File: src/rtl/alu_divider8_if.sv
// Start/done handshake and result bundle shared by the divider and whatever drives it.
// The master side issues operands and start; the slave side returns results and status.
interface alu_divider8_if #(
    parameter int WIDTH = 8
) ();
    logic             start;
    logic [WIDTH-1:0] dividend;
    logic [WIDTH-1:0] divisor;
    logic [WIDTH-1:0] quotient;
    logic [WIDTH-1:0] remainder;
    logic             busy;
    logic             done;
    logic             div_zero;
    logic             OF;
    logic             zero;

    modport master (
        output start, dividend, divisor,
        input  quotient, remainder, busy, done, div_zero, OF, zero
    );

    modport slave (
        input  start, dividend, divisor,
        output quotient, remainder, busy, done, div_zero, OF, zero
    );
endinterface

File: src/rtl/alu_divider8.sv
// Multi-cycle signed divider: restoring division on magnitudes, one quotient bit per clock,
// then a single sign-fix cycle. Quotient truncates toward zero; remainder follows the dividend.
module alu_divider8 #(
    parameter int WIDTH = 8
) (
    input  logic          clk,
    input  logic          rst_n,
    alu_divider8_if.slave bus
);
    localparam int CW = $clog2(WIDTH + 1);

    typedef enum logic [1:0] {IDLE, ITER, FIX} state_t;

    state_t           state;
    logic [CW-1:0]    count;
    logic [WIDTH:0]   part_rem;
    logic [WIDTH-1:0] shift_reg;
    logic [WIDTH-1:0] divisor_mag;
    logic             sign_q;
    logic             sign_r;
    logic             ovf_case;
    logic             dz_pend;

    logic [WIDTH-1:0] dividend_abs;
    logic [WIDTH-1:0] divisor_abs;
    logic [WIDTH:0]   shifted;
    logic [WIDTH:0]   trial;
    logic [WIDTH-1:0] q_fix;
    logic [WIDTH-1:0] r_fix;
    logic             ovf_detect;

    // shift_reg starts as the dividend magnitude and fills with quotient bits from the right,
    // so after WIDTH steps it holds the quotient magnitude and part_rem the remainder magnitude.
    always_comb begin
        dividend_abs = bus.dividend[WIDTH-1] ? -bus.dividend : bus.dividend;
        divisor_abs  = bus.divisor[WIDTH-1]  ? -bus.divisor  : bus.divisor;
        shifted      = {part_rem[WIDTH-1:0], shift_reg[WIDTH-1]};
        trial        = shifted - {1'b0, divisor_mag};
        q_fix        = sign_q ? -shift_reg : shift_reg;
        r_fix        = sign_r ? -part_rem[WIDTH-1:0] : part_rem[WIDTH-1:0];
        ovf_detect   = (bus.dividend == {1'b1, {(WIDTH-1){1'b0}}}) && (&bus.divisor);
    end

    // A zero divisor is answered directly from IDLE; dz_pend delays its done pulse by one cycle.
    always_ff @(posedge clk or negedge rst_n) begin
        if (!rst_n) begin
            state         <= IDLE;
            count         <= '0;
            part_rem      <= '0;
            shift_reg     <= '0;
            divisor_mag   <= '0;
            sign_q        <= 1'b0;
            sign_r        <= 1'b0;
            ovf_case      <= 1'b0;
            dz_pend       <= 1'b0;
            bus.quotient  <= '0;
            bus.remainder <= '0;
            bus.busy      <= 1'b0;
            bus.done      <= 1'b0;
            bus.div_zero  <= 1'b0;
            bus.OF        <= 1'b0;
            bus.zero      <= 1'b0;
        end else begin
            bus.done <= 1'b0;
            case (state)
                IDLE: begin
                    if (dz_pend) begin
                        bus.done <= 1'b1;
                        dz_pend  <= 1'b0;
                    end else if (bus.start) begin
                        sign_q      <= bus.dividend[WIDTH-1] ^ bus.divisor[WIDTH-1];
                        sign_r      <= bus.dividend[WIDTH-1];
                        ovf_case    <= ovf_detect;
                        shift_reg   <= dividend_abs;
                        divisor_mag <= divisor_abs;
                        part_rem    <= '0;
                        count       <= '0;
                        if (bus.divisor == '0) begin
                            bus.quotient  <= '1;
                            bus.remainder <= bus.dividend;
                            bus.div_zero  <= 1'b1;
                            bus.OF        <= 1'b0;
                            bus.zero      <= 1'b0;
                            dz_pend       <= 1'b1;
                        end else begin
                            bus.busy <= 1'b1;
                            state    <= ITER;
                        end
                    end
                end
                ITER: begin
                    if (!trial[WIDTH]) begin
                        part_rem  <= trial;
                        shift_reg <= {shift_reg[WIDTH-2:0], 1'b1};
                    end else begin
                        part_rem  <= shifted;
                        shift_reg <= {shift_reg[WIDTH-2:0], 1'b0};
                    end
                    count <= count + 1'b1;
                    if (count == CW'(WIDTH - 1)) begin
                        state <= FIX;
                    end
                end
                FIX: begin
                    bus.quotient  <= q_fix;
                    bus.remainder <= r_fix;
                    bus.OF        <= ovf_case;
                    bus.zero      <= (q_fix == '0);
                    bus.div_zero  <= 1'b0;
                    bus.done      <= 1'b1;
                    bus.busy      <= 1'b0;
                    state         <= IDLE;
                end
                default: state <= IDLE;
            endcase
        end
    end
endmodule

File: src/flat_wrapper.sv
// flat-port wrapper written by rule: the top's interface ports become plain ports
module alu_divider8_flat 
#(
    parameter int WIDTH = 8
)
  (clk, rst_n, bus_start, bus_dividend, bus_divisor, bus_quotient, bus_remainder, bus_busy, bus_done, bus_div_zero, bus_OF, bus_zero);
  alu_divider8_if #(.WIDTH(WIDTH)) bus_i ();
  input  logic clk;
  input  logic rst_n;
  input wire logic [$bits(bus_i.start)-1:0] bus_start;
  input wire logic [$bits(bus_i.dividend)-1:0] bus_dividend;
  input wire logic [$bits(bus_i.divisor)-1:0] bus_divisor;
  output wire logic [$bits(bus_i.quotient)-1:0] bus_quotient;
  output wire logic [$bits(bus_i.remainder)-1:0] bus_remainder;
  output wire logic [$bits(bus_i.busy)-1:0] bus_busy;
  output wire logic [$bits(bus_i.done)-1:0] bus_done;
  output wire logic [$bits(bus_i.div_zero)-1:0] bus_div_zero;
  output wire logic [$bits(bus_i.OF)-1:0] bus_OF;
  output wire logic [$bits(bus_i.zero)-1:0] bus_zero;
  assign bus_i.start = bus_start;
  assign bus_i.dividend = bus_dividend;
  assign bus_i.divisor = bus_divisor;
  assign bus_quotient = bus_i.quotient;
  assign bus_remainder = bus_i.remainder;
  assign bus_busy = bus_i.busy;
  assign bus_done = bus_i.done;
  assign bus_div_zero = bus_i.div_zero;
  assign bus_OF = bus_i.OF;
  assign bus_zero = bus_i.zero;
  alu_divider8 #(.WIDTH(WIDTH)) u_core (.clk(clk), .rst_n(rst_n), .bus(bus_i));
endmodule
File: config.mk
export PLATFORM = sky130hd
export DESIGN_NAME = alu_divider8_flat
export DESIGN_NICKNAME = d
export VERILOG_FILES = /design/src/rtl/alu_divider8_if.sv /design/src/rtl/alu_divider8.sv /design/src/flat_wrapper.sv
export SDC_FILE = /design/constraint.sdc
export NUM_CORES = 1
export LEC_CHECK = 0
export BUFFER_PORTS_ARGS = -buffer_cell sky130_fd_sc_hd__buf_2
export CORE_ASPECT_RATIO = 0.8
export CORE_MARGIN = 2
export CORE_UTILIZATION = 25
export DETAILED_ROUTE_END_ITERATION = 7
export GPL_ROUTABILITY_DRIVEN = 1
export MAX_ROUTING_LAYER = met4
export PLACE_DENSITY = 0.46
export SYNTH_ARGS = -nofsm -noshare
export SYNTH_HDL_FRONTEND = slang
export SYNTH_SLANG_ARGS = --single-unit
File: constraint.sdc
create_clock -name clk -period 5.7 [get_ports clk]
set_input_delay 1.14 -clock clk [delete_from_list [all_inputs] [get_ports clk]]
set_output_delay 1.14 -clock clk [all_outputs]
set_load 0.02 [all_outputs]
==> impl_metrics.tcl, run 1 <==
set metrics [dict create \
    outcome "finished clean" \
    worstPathMaxFanout 17 \
    tightest_slew_ns 0.858 \
    reg2reg_to "u_core.part_rem[5]" \
    row_count 38 \
    port_buffers 39 \
    arrival_ns 3.04 \
    wl_per_cell_um 15.7 \
    utilization_pct 29.1 \
    syn_nets 430 \
    clk_latency_ns 0.30 \
    track_usage_pct 13.7 \
    rr_worst_depth 7 \
    min_to "u_core.divisor_mag[6]" \
    syn_avg_cell_area_um2 8.86 \
    cellPowerDensity_nw_per_um2 607 \
    synth.yosys.seq_area_share_pct 39.2 \
    cts_made_buffers 5 \
    grt_pass1_wl_mm 15.5 \
    cts_hold_buf 0 \
    clk_path_buf_depth 2 \
    synth.most_common_cell "nand2_1" \
    drc 0 \
    fin_tns_setup_ns 0 \
    dr.pass1.iters 5 \
    syn-cell-area_um2 3510 \
    critPathRequiredTime_ns 5.92 \
    final_hold_viol_count 0 \
    cts_tree "built" \
    area_growth_pct 13.3 \
    yosys_warnings 0 \
    cts_resized 0 \
    setup_violations 0 \
    htree_num_levels 2 \
    finalPower_uw 2420 \
    finalCritPeriodShare_pct 49.5 \
    hold_depth 2 \
    ys.flop_type "dfrtp_1" \
    nFillCells 1459 \
    leakagePower_uw 0.00175 \
    rsz0062_at_grt "no" \
    period_needed_ns 2.82 \
    endpoint_kind "flip-flop" \
    worstSetupStartpointType "input port" \
    r2r_start "u_core.part_rem[0]" \
    drt_iter0_drc 144 \
    wirelength_mm 9.50 \
    die-area_um2 15000 \
    path_class "input port to flip-flop" \
    ant_nets 0 \
    coreArea_um2 13600 \
    seqCellArea_um2 1380 \
    relSlewSlack_pct 42.7 \
    clock_sinks 55 \
    yosys-top-cells-area "dfrtp_1 (39%), nand2_1 (6.1%), ha_1 (5.0%)" \
    start_util_pct 25.7 \
    hold_path_class "flip-flop to flip-flop" \
    grt_max_degree 56 \
    nets 458 \
    root_buffer "clkbuf_16" \
    gp_congestion 0.823 \
    synth_seq_cells 55 \
    synth_cell_type_count 65 \
    layout-drive-gt1-share_pct 15.1 \
    grt_pass1_vias 2811 \
    synth-edff-count 0 \
    synthTopCellsByCount "nand2_1 (57), dfrtp_1 (55), nor2_1 (25)" \
    dieWidth_um 136 \
    synth_cells 396 \
    drv_cap 0 \
    chipHeight_um 110 \
    grt.overflow.total 0 \
    max_freq_mhz 355 \
    vias 2933 \
    avgViaCountPerCell 4.85 \
    clock_skew_ns 0.0161 \
    vdd_drop_max_mv 0.179 \
    async_reset_ff_share_pct 100 \
    synth_top_area_cell "dfrtp_1" \
    holdWs_ns 0.485 \
    yosys.area.top_type_share_pct 39.2 \
    boundaryPins 40 \
    cts_setup_buffers 0 \
    antenna_cells 0 \
    r2r_slack_ns 3.03 \
    multi_input_area_um2 1920 \
    slew_viol_final 0 \
    dp_hpwl_mm 7.13 \
    hold_start "u_core.divisor_mag[6]" \
    clk_pin_slew_ns 0.08 \
    antenna_found_initial 0 \
]
stage by stage:
stage          setup WS, ns  cell area (um2)  cells
5_1_grt                2.68             3980    605
2_1_floorplan          3.23             3510    396
3_5_place_dp           2.56             3830    597
3_3_place_gp           2.63             3830    597
6_report               2.88             3980    605
4_1_cts                2.88             3980    605
power by group:
part / internal, uW / switching [uW] / total [uW]
clock network: 165 / 151 / 316
registers: 566 / 197 / 762
logic: 549 / 789 / 1340
total: 1280 / 1140 / 2420
cells in the final DEF (no fill, tap or decap), drive strengths merged, types with 3 or more instances in the layout:
master,Yosys,final
clkbuf,15,5
a21o,5,5
o41ai,3,3
nand2,58,58
nand3,17,17
dfrtp,55,55
mux2i,6,6
nor3,7,7
o211ai,8,8
o311ai,3,3
or3,4,4
a21oi,14,14
a22oi,5,5
o221ai,4,4
o21ai,37,37
ha,14,14
nand2b,10,10
inv,22,22
xnor2,12,12
nor4,5,5
nor2,25,25
nand4,5,5
xor2,14,14
a31oi,3,3
or4,3,3
buf,7,43
o31ai,4,4
area by class of cell:
cell class                      instances  area share [%]
Inverter                               22            2.08
Timing Repair Buffer                   43            5.66
Tap cell                              180            5.66
Multi-Input combinational cell        297            48.2
Clock inverter                          3           0.629
Clock buffer                            5            3.15
Sequential cell                        55            34.6
worst max-delay path by stage:
stage                     cells after the start                       to            from
after floorplan                               7  u_core.bus.remainder[0]  bus_divisor[3]
final                                         6  u_core.bus.remainder[2]  bus_divisor[3]
after CTS                                     6  u_core.bus.remainder[2]  bus_divisor[3]
after detailed placement                      6  u_core.bus.remainder[1]  bus_divisor[3]
after global routing                          6  u_core.bus.remainder[0]  bus_divisor[3]
after global placement                        6  u_core.bus.remainder[1]  bus_divisor[3]
kinds of logic after synthesis:
family | after synthesis | share of synthesized area, %
simple gates | 147 | 20.2
compound gates | 103 | 20.6
flops | 55 | 39.2
buf+inv | 44 | 6.13
xor+xnor | 26 | 6.49
fa+ha+maj | 15 | 5.56
mux | 6 | 1.71
routing by layer:
metal / vias to the layer above / global-route usage, % / share of wire [%]
li1: 1463 / - / -
met1: 1388 / 21.7 / 56
met2: 80 / 18.0 / 38
met3: 2 / 2.56 / 5.5
met4: 0 / 1.79 / 0.31
met5: - / - / 0
critical path, stage by stage:
cell	delay [ns]
buf_2	0.13
or3_1	0.40
nor4_2	0.41
o21a_1	0.65
nand2_1	0.12
a31oi_1	0.17
(Power assumes the default switching activity.)
==> run 2, diff against run 1 <==
PLACE_DENSITY = 0.47   (was 0.46)
clock period = 2.49 ns   (was 5.7 ns; I/O delays follow)
==> impl_metrics.tcl, run 2 (synthesis gave the netlist of run 1 again) <==
set metrics [dict create \
    final_cell_count_no_fill 614 \
    vdd_drop_max_mv 0.379 \
    setup_violations 0 \
    power_frac_clock_pct 12.7 \
    dp_cells 606 \
    r2r_slack_ns 0.16 \
    critPathRequiredTime_ns 2.68 \
    row_count 38 \
    clk_latency_ns 0.30 \
    drv_cap 0 \
    outcome "finished clean" \
    hold_path_class "input port to asynchronous set/reset pin" \
    layout-drive-gt1-share_pct 16.8 \
    gp_congestion 0.863 \
    cellPowerDensity_nw_per_um2 1390 \
    seqPwrFrac_pct 30.1 \
    sw_frac_of_total_pct 46.4 \
    final_hold_viol_count 0 \
    clk_pin_slew_ns 0.07 \
    worstSetupStartpointType "flip-flop" \
    drc 0 \
    root_buffer "clkbuf_16" \
    htree_num_levels 2 \
    endpoint_kind "flip-flop" \
    slew_viol_final 0 \
    tightest_slew_ns 0.819 \
    leakagePower_uw 0.00179 \
    coreArea_um2 13600 \
    gr-usage-met3_pct 3.06 \
    wirelength_mm 9.67 \
    chipHeight_um 110 \
    grt_pass1_wl_mm 15.7 \
    port_buffers 39 \
    boundaryPins 40 \
    grt_pass1_vias 2867 \
    relSlewSlack_pct 45.3 \
    grt.met2_usage_pct 17.8 \
    avgViaCountPerCell 4.81 \
    cp-startpoint "u_core.shift_reg[7]" \
    mostFrequentLayoutCells "nand2_1 (57), dfrtp_1 (55), buf_2 (39), nor2_1 (25), o21ai_1 (24)" \
    use_met1_pct 22.3 \
    period_needed_ns 2.33 \
    arrival_ns 2.51 \
    cts_made_buffers 5 \
    wl_per_cell_um 15.7 \
    switchingPower_uw 2620 \
    vias 2956 \
    antenna_found_initial 0 \
    path_class "flip-flop to flip-flop" \
    dp_hpwl_mm 7.26 \
    pwr-share-comb_pct 57.2 \
    die-area_um2 15000 \
    worstPathMaxFanout 6 \
    grt_busiest_layer "met1" \
    dr.pass1.iters 6 \
    drt_iter0_drc 134 \
    grt.overflow.total 0 \
    clock_skew_ns 0.00866 \
    clock_sinks 55 \
    dieWidth_um 136 \
    nets 467 \
    cts_tree "built" \
    fin_tns_setup_ns 0 \
    rsz0062_at_grt "no" \
    antenna_cells 0 \
    ant_nets 0 \
    grt_max_degree 56 \
    finalCritPeriodShare_pct 93.4 \
    final_common_cell "nand2_1" \
    r2r_start "u_core.shift_reg[7]" \
    max_freq_mhz 430 \
    track_usage_pct 14.2 \
    start_util_pct 25.7 \
    area_growth_pct 15.4 \
    clk_path_buf_depth 2 \
    nFillCells 1476 \
    power.internal_uw 3030 \
]
[run 2: cell types whose count changed in the layout (fill, tap and decap cells not counted), sizes merged]
cell | before | now
buf | 43 | 52
clkbuf | 5 | 6
clkinv | 2 | 1
[run 2: metrics by stage]
step	hold slack (ns)	utilization, %	area (um2)	power, uW	setup slack [ns]
finish	0.180	29.7	4050	5650	0.164
global route	0.207	29.7	4050	6170	0.0446
CTS	0.196	29.7	4050	5670	0.120
detailed placement	0.458	28.6	3910	4940	0.131
global placement	0.460	28.6	3910	4890	0.194
floorplan	0.202	-	3510	4060	0.240
[run 2: final timing paths]
kind | end | cells past startpoint
max | u_core.part_rem[6] | 9
min | u_core.bus.remainder[4] | 2
max reg2reg | u_core.part_rem[6] | 9
min reg2reg | u_core.state[1] | 1
max in group asynchronous | u_core.state[0] | 2
min in group clk | u_core.state[1] | 1
[run 2: final cells by class]
class	count	area, um2	area share (%)
Inverter	22	82.6	2.04
Clock inverter	2	12.5	0.309
Sequential cell	55	1380	34.0
Timing Repair Buffer	52	305	7.54
Multi-Input combinational cell	297	1920	47.4
Tap cell	180	225	5.56
Clock buffer	6	129	3.18
[run 2: power by group through the flow]
| stage | Combinational, uW | Clock [uW] | Sequential, uW |
|---|---|---|---|
| floorplan | 2290 | 0 | 1770 |
| global route | 3630 | 772 | 1770 |
| finish | 3230 | 715 | 1700 |
| global placement | 3180 | 0 | 1710 |
| detailed placement | 3220 | 0 | 1720 |
| CTS | 3230 | 735 | 1700 |
[run 2: worst max-delay path: stages, from the launching register on]
cell and delay [ns]:
dfrtp_1 0.35, inv_1 0.09, ha_1 0.21, fa_1 0.38
nand2b_1 0.21, a21oi_2 0.24, a2bb2oi_2 0.24, buf_4 0.18
a21oi_1 0.06, a221o_1 0.25
[run 2: routing by layer]
| layer | wire length [um] | share of wire, % |
|---|---|---|
| met3 | 735 | 7.6 |
| met1 | 5270 | 55 |
| met2 | 3590 | 37 |
| met5 | 0 | 0 |
| met4 | 69 | 0.71 |
[run 2: timing repair]
action,4_1_cts,5_1_grt
setup endpoints to repair,0,3
hold buffers,0,0
setup buffers,0,0
gates resized for setup,0,1
==> run 3, diff against run 2 <==
ABC_AREA = 1   (was default)
CORE_UTILIZATION = 50   (was 25)
PLACE_DENSITY = 0.78   (was 0.47)
RECOVER_POWER = 100   (was default)
==> impl_metrics.tcl, run 3 <==
set metrics [dict create \
    yosys.area.top_type_share_pct 38.5 \
    period_needed_ns 2.16 \
    setup_violations 0 \
    dp_hpwl_mm 7.03 \
    port_buffers 39 \
    critPathRequiredTime_ns 2.71 \
    drc 0 \
    reg2reg_to "u_core.part_rem[6]" \
    coreArea_um2 6890 \
    drt_iter0_drc 255 \
    final_hold_viol_count 0 \
    cts_resized 0 \
    antenna_cells 0 \
    die-area_um2 7850 \
    seqPwrFrac_pct 31.4 \
    holdWs_ns 0.309 \
    outcome "finished clean" \
    critPathMaxStageDelay_ns 0.40 \
    endpoint_kind "flip-flop" \
    drv_cap 0 \
    syn-cell-area_um2 3580 \
    boundaryPins 40 \
    final_common_cell "nand2_1" \
    sw_frac_of_total_pct 51.5 \
    slew_viol_final 0 \
    grt_pass1_wl_mm 15.0 \
    clock_sinks 55 \
    cpMaxStageDelayCell "fa_1" \
    r2r_start "u_core.shift_reg[7]" \
    r2r_slack_ns 0.33 \
    synthTopCellsByCount "nand2_1 (134), inv_1 (69), nand3_1 (64)" \
    vdd_drop_max_mv 0.465 \
    grt.overflow.total 0 \
    tightest_slew_ns 1.04 \
    relSlewSlack_pct 30.8 \
    grt_max_degree 27 \
    synth_cells 494 \
    rr_worst_depth 13 \
    clock_skew_ns 0.0133 \
    final_area_um2 3880 \
    arrival_ns 2.38 \
    chipHeight_um 79.6 \
    ys.flop_type "dfrtp_1" \
    cts_setup_buffers 0 \
    worstPathMaxFanout 8 \
    crit_chain "inv_1 -> ha_1 -> fa_1 -> inv_1 -> nand3_1 -> nand2_1 -> nand2_1 -> nand2_1 -> nand2_1 -> nand2_1 -> nand2_1 -> nand3_1 -> nand2_1" \
    dr.pass1.iters 5 \
    fin_tns_setup_ns 0 \
    power_frac_clock_pct 10.1 \
    yosys_warnings 0 \
    htree_num_levels 2 \
    layout-drive-gt1-share_pct 7.12 \
    synth_top_area_cell "dfrtp_1" \
    clk_pin_slew_ns 0.11 \
    ant_nets 0 \
    finalCritPeriodShare_pct 86.8 \
    cts_made_buffers 5 \
    synth-edff-count 0 \
    synth.most_common_cell "nand2_1" \
    cts_tree "built" \
    synth.yosys.seq_area_share_pct 38.5 \
    row_count 27 \
    area_growth_pct 8.40 \
    leakagePower_uw 0.00204 \
    vias 3402 \
    pwr-share-comb_pct 58.4 \
    wirelength_mm 8.97 \
    cp-startpoint "u_core.shift_reg[7]" \
    switchingPower_uw 2660 \
    synth_cell_type_count 39 \
    async_reset_ff_share_pct 100 \
    cellPowerDensity_nw_per_um2 1330 \
    clk_latency_ns 0.32 \
    mostFrequentLayoutCells "nand2_1 (136), inv_1 (72), nand3_1 (64), dfrtp_1 (55), nor2_1 (38)" \
    synth_seq_cells 55 \
    placed_area_um2 3850 \
    power.internal_uw 2510 \
    syn_avg_cell_area_um2 7.24 \
    yosys-top-cells-area "dfrtp_1 (38%), nand2_1 (14%), nand3_1 (9.0%)" \
    rsz0062_at_grt "no" \
    syn_nets 528 \
    dieWidth_um 98.6 \
    cp_common_cell "nand2_1" \
    nets 567 \
    worstSetupStartpointType "flip-flop" \
    root_buffer "clkbuf_8" \
    cts_hold_buf 0 \
    grt_pass1_vias 3061 \
    clk_path_buf_depth 2 \
    start_util_pct 51.9 \
    antenna_found_initial 0 \
    path_class "flip-flop to flip-flop" \
    avgViaCountPerCell 5.48 \
    hold_path_class "input port to asynchronous set/reset pin" \
    gp_congestion 0.933 \
    track_usage_pct 24.6 \
    wl_per_cell_um 14.4 \
    max_freq_mhz 463 \
]
[run 3: worst max path at each step]
stage | to | slack, ns | cells after the start
2_1_floorplan | u_core.part_rem[2] | 0.62 | 13
3_3_place_gp | u_core.part_rem[5] | 0.50 | 13
3_5_place_dp | u_core.part_rem[6] | 0.42 | 13
4_1_cts | u_core.part_rem[6] | 0.41 | 13
5_1_grt | u_core.count[2] | 0.14 | 8
6_report | u_core.part_rem[6] | 0.33 | 13
[run 3: cell families after synthesis]
kind of cell / synth area share, %
compound gates: 10.5
xor+xnor: 1.96
fa+ha+maj: 5.46
buf+inv: 9.73
flops: 38.5
simple gates: 33.8
[run 3: power groups by stage]
stage               combinational [uW]  sequential [uW]  clock (uW)
floorplan                         2200             1720           0
global placement                  3020             1610           0
detailed placement                3080             1640           0
CTS                               3090             1620         531
global route                      3440             1680         575
finish                            3020             1630         524
[run 3: layer usage]
metal	track usage [%]	vias up	wire (um)
met5	-	-	0
met4	2.60	0	19
met3	3.85	4	706
met2	36.1	134	3870
met1	37.3	1576	4370
li1	-	1688	-
[run 3: layout make-up]
type | instances | area (um2)
Clock buffer | 5 | 68.8
Clock inverter | 3 | 26.3
Fill cell | 697 | 3020
Inverter | 74 | 278
Multi-Input combinational cell | 353 | 1820
Sequential cell | 55 | 1380
Tap cell | 87 | 109
Timing Repair Buffer | 44 | 194
[run 3: through the flow]
| step | utilization [%] | worst slack [ns] | std cells | total power [uW] |
|---|---|---|---|---|
| floorplan | - | 0.622 | 494 | 3910 |
| global placement | 55.8 | 0.501 | 613 | 4630 |
| detailed placement | 55.8 | 0.424 | 613 | 4710 |
| CTS | 57.2 | 0.411 | 621 | 5240 |
| global route | 56.2 | 0.138 | 621 | 5690 |
| finish | 56.2 | 0.329 | 621 | 5170 |
[run 3: critical path, delay by kind of cell, from the launching register on]
| kind | cells | cell delay, ns |
|---|---|---|
| buf+inv | 2 | 0.16 |
| flops | 1 | 0.38 |
| simple gates | 9 | 0.92 |
| fa+ha+maj | 2 | 0.61 |
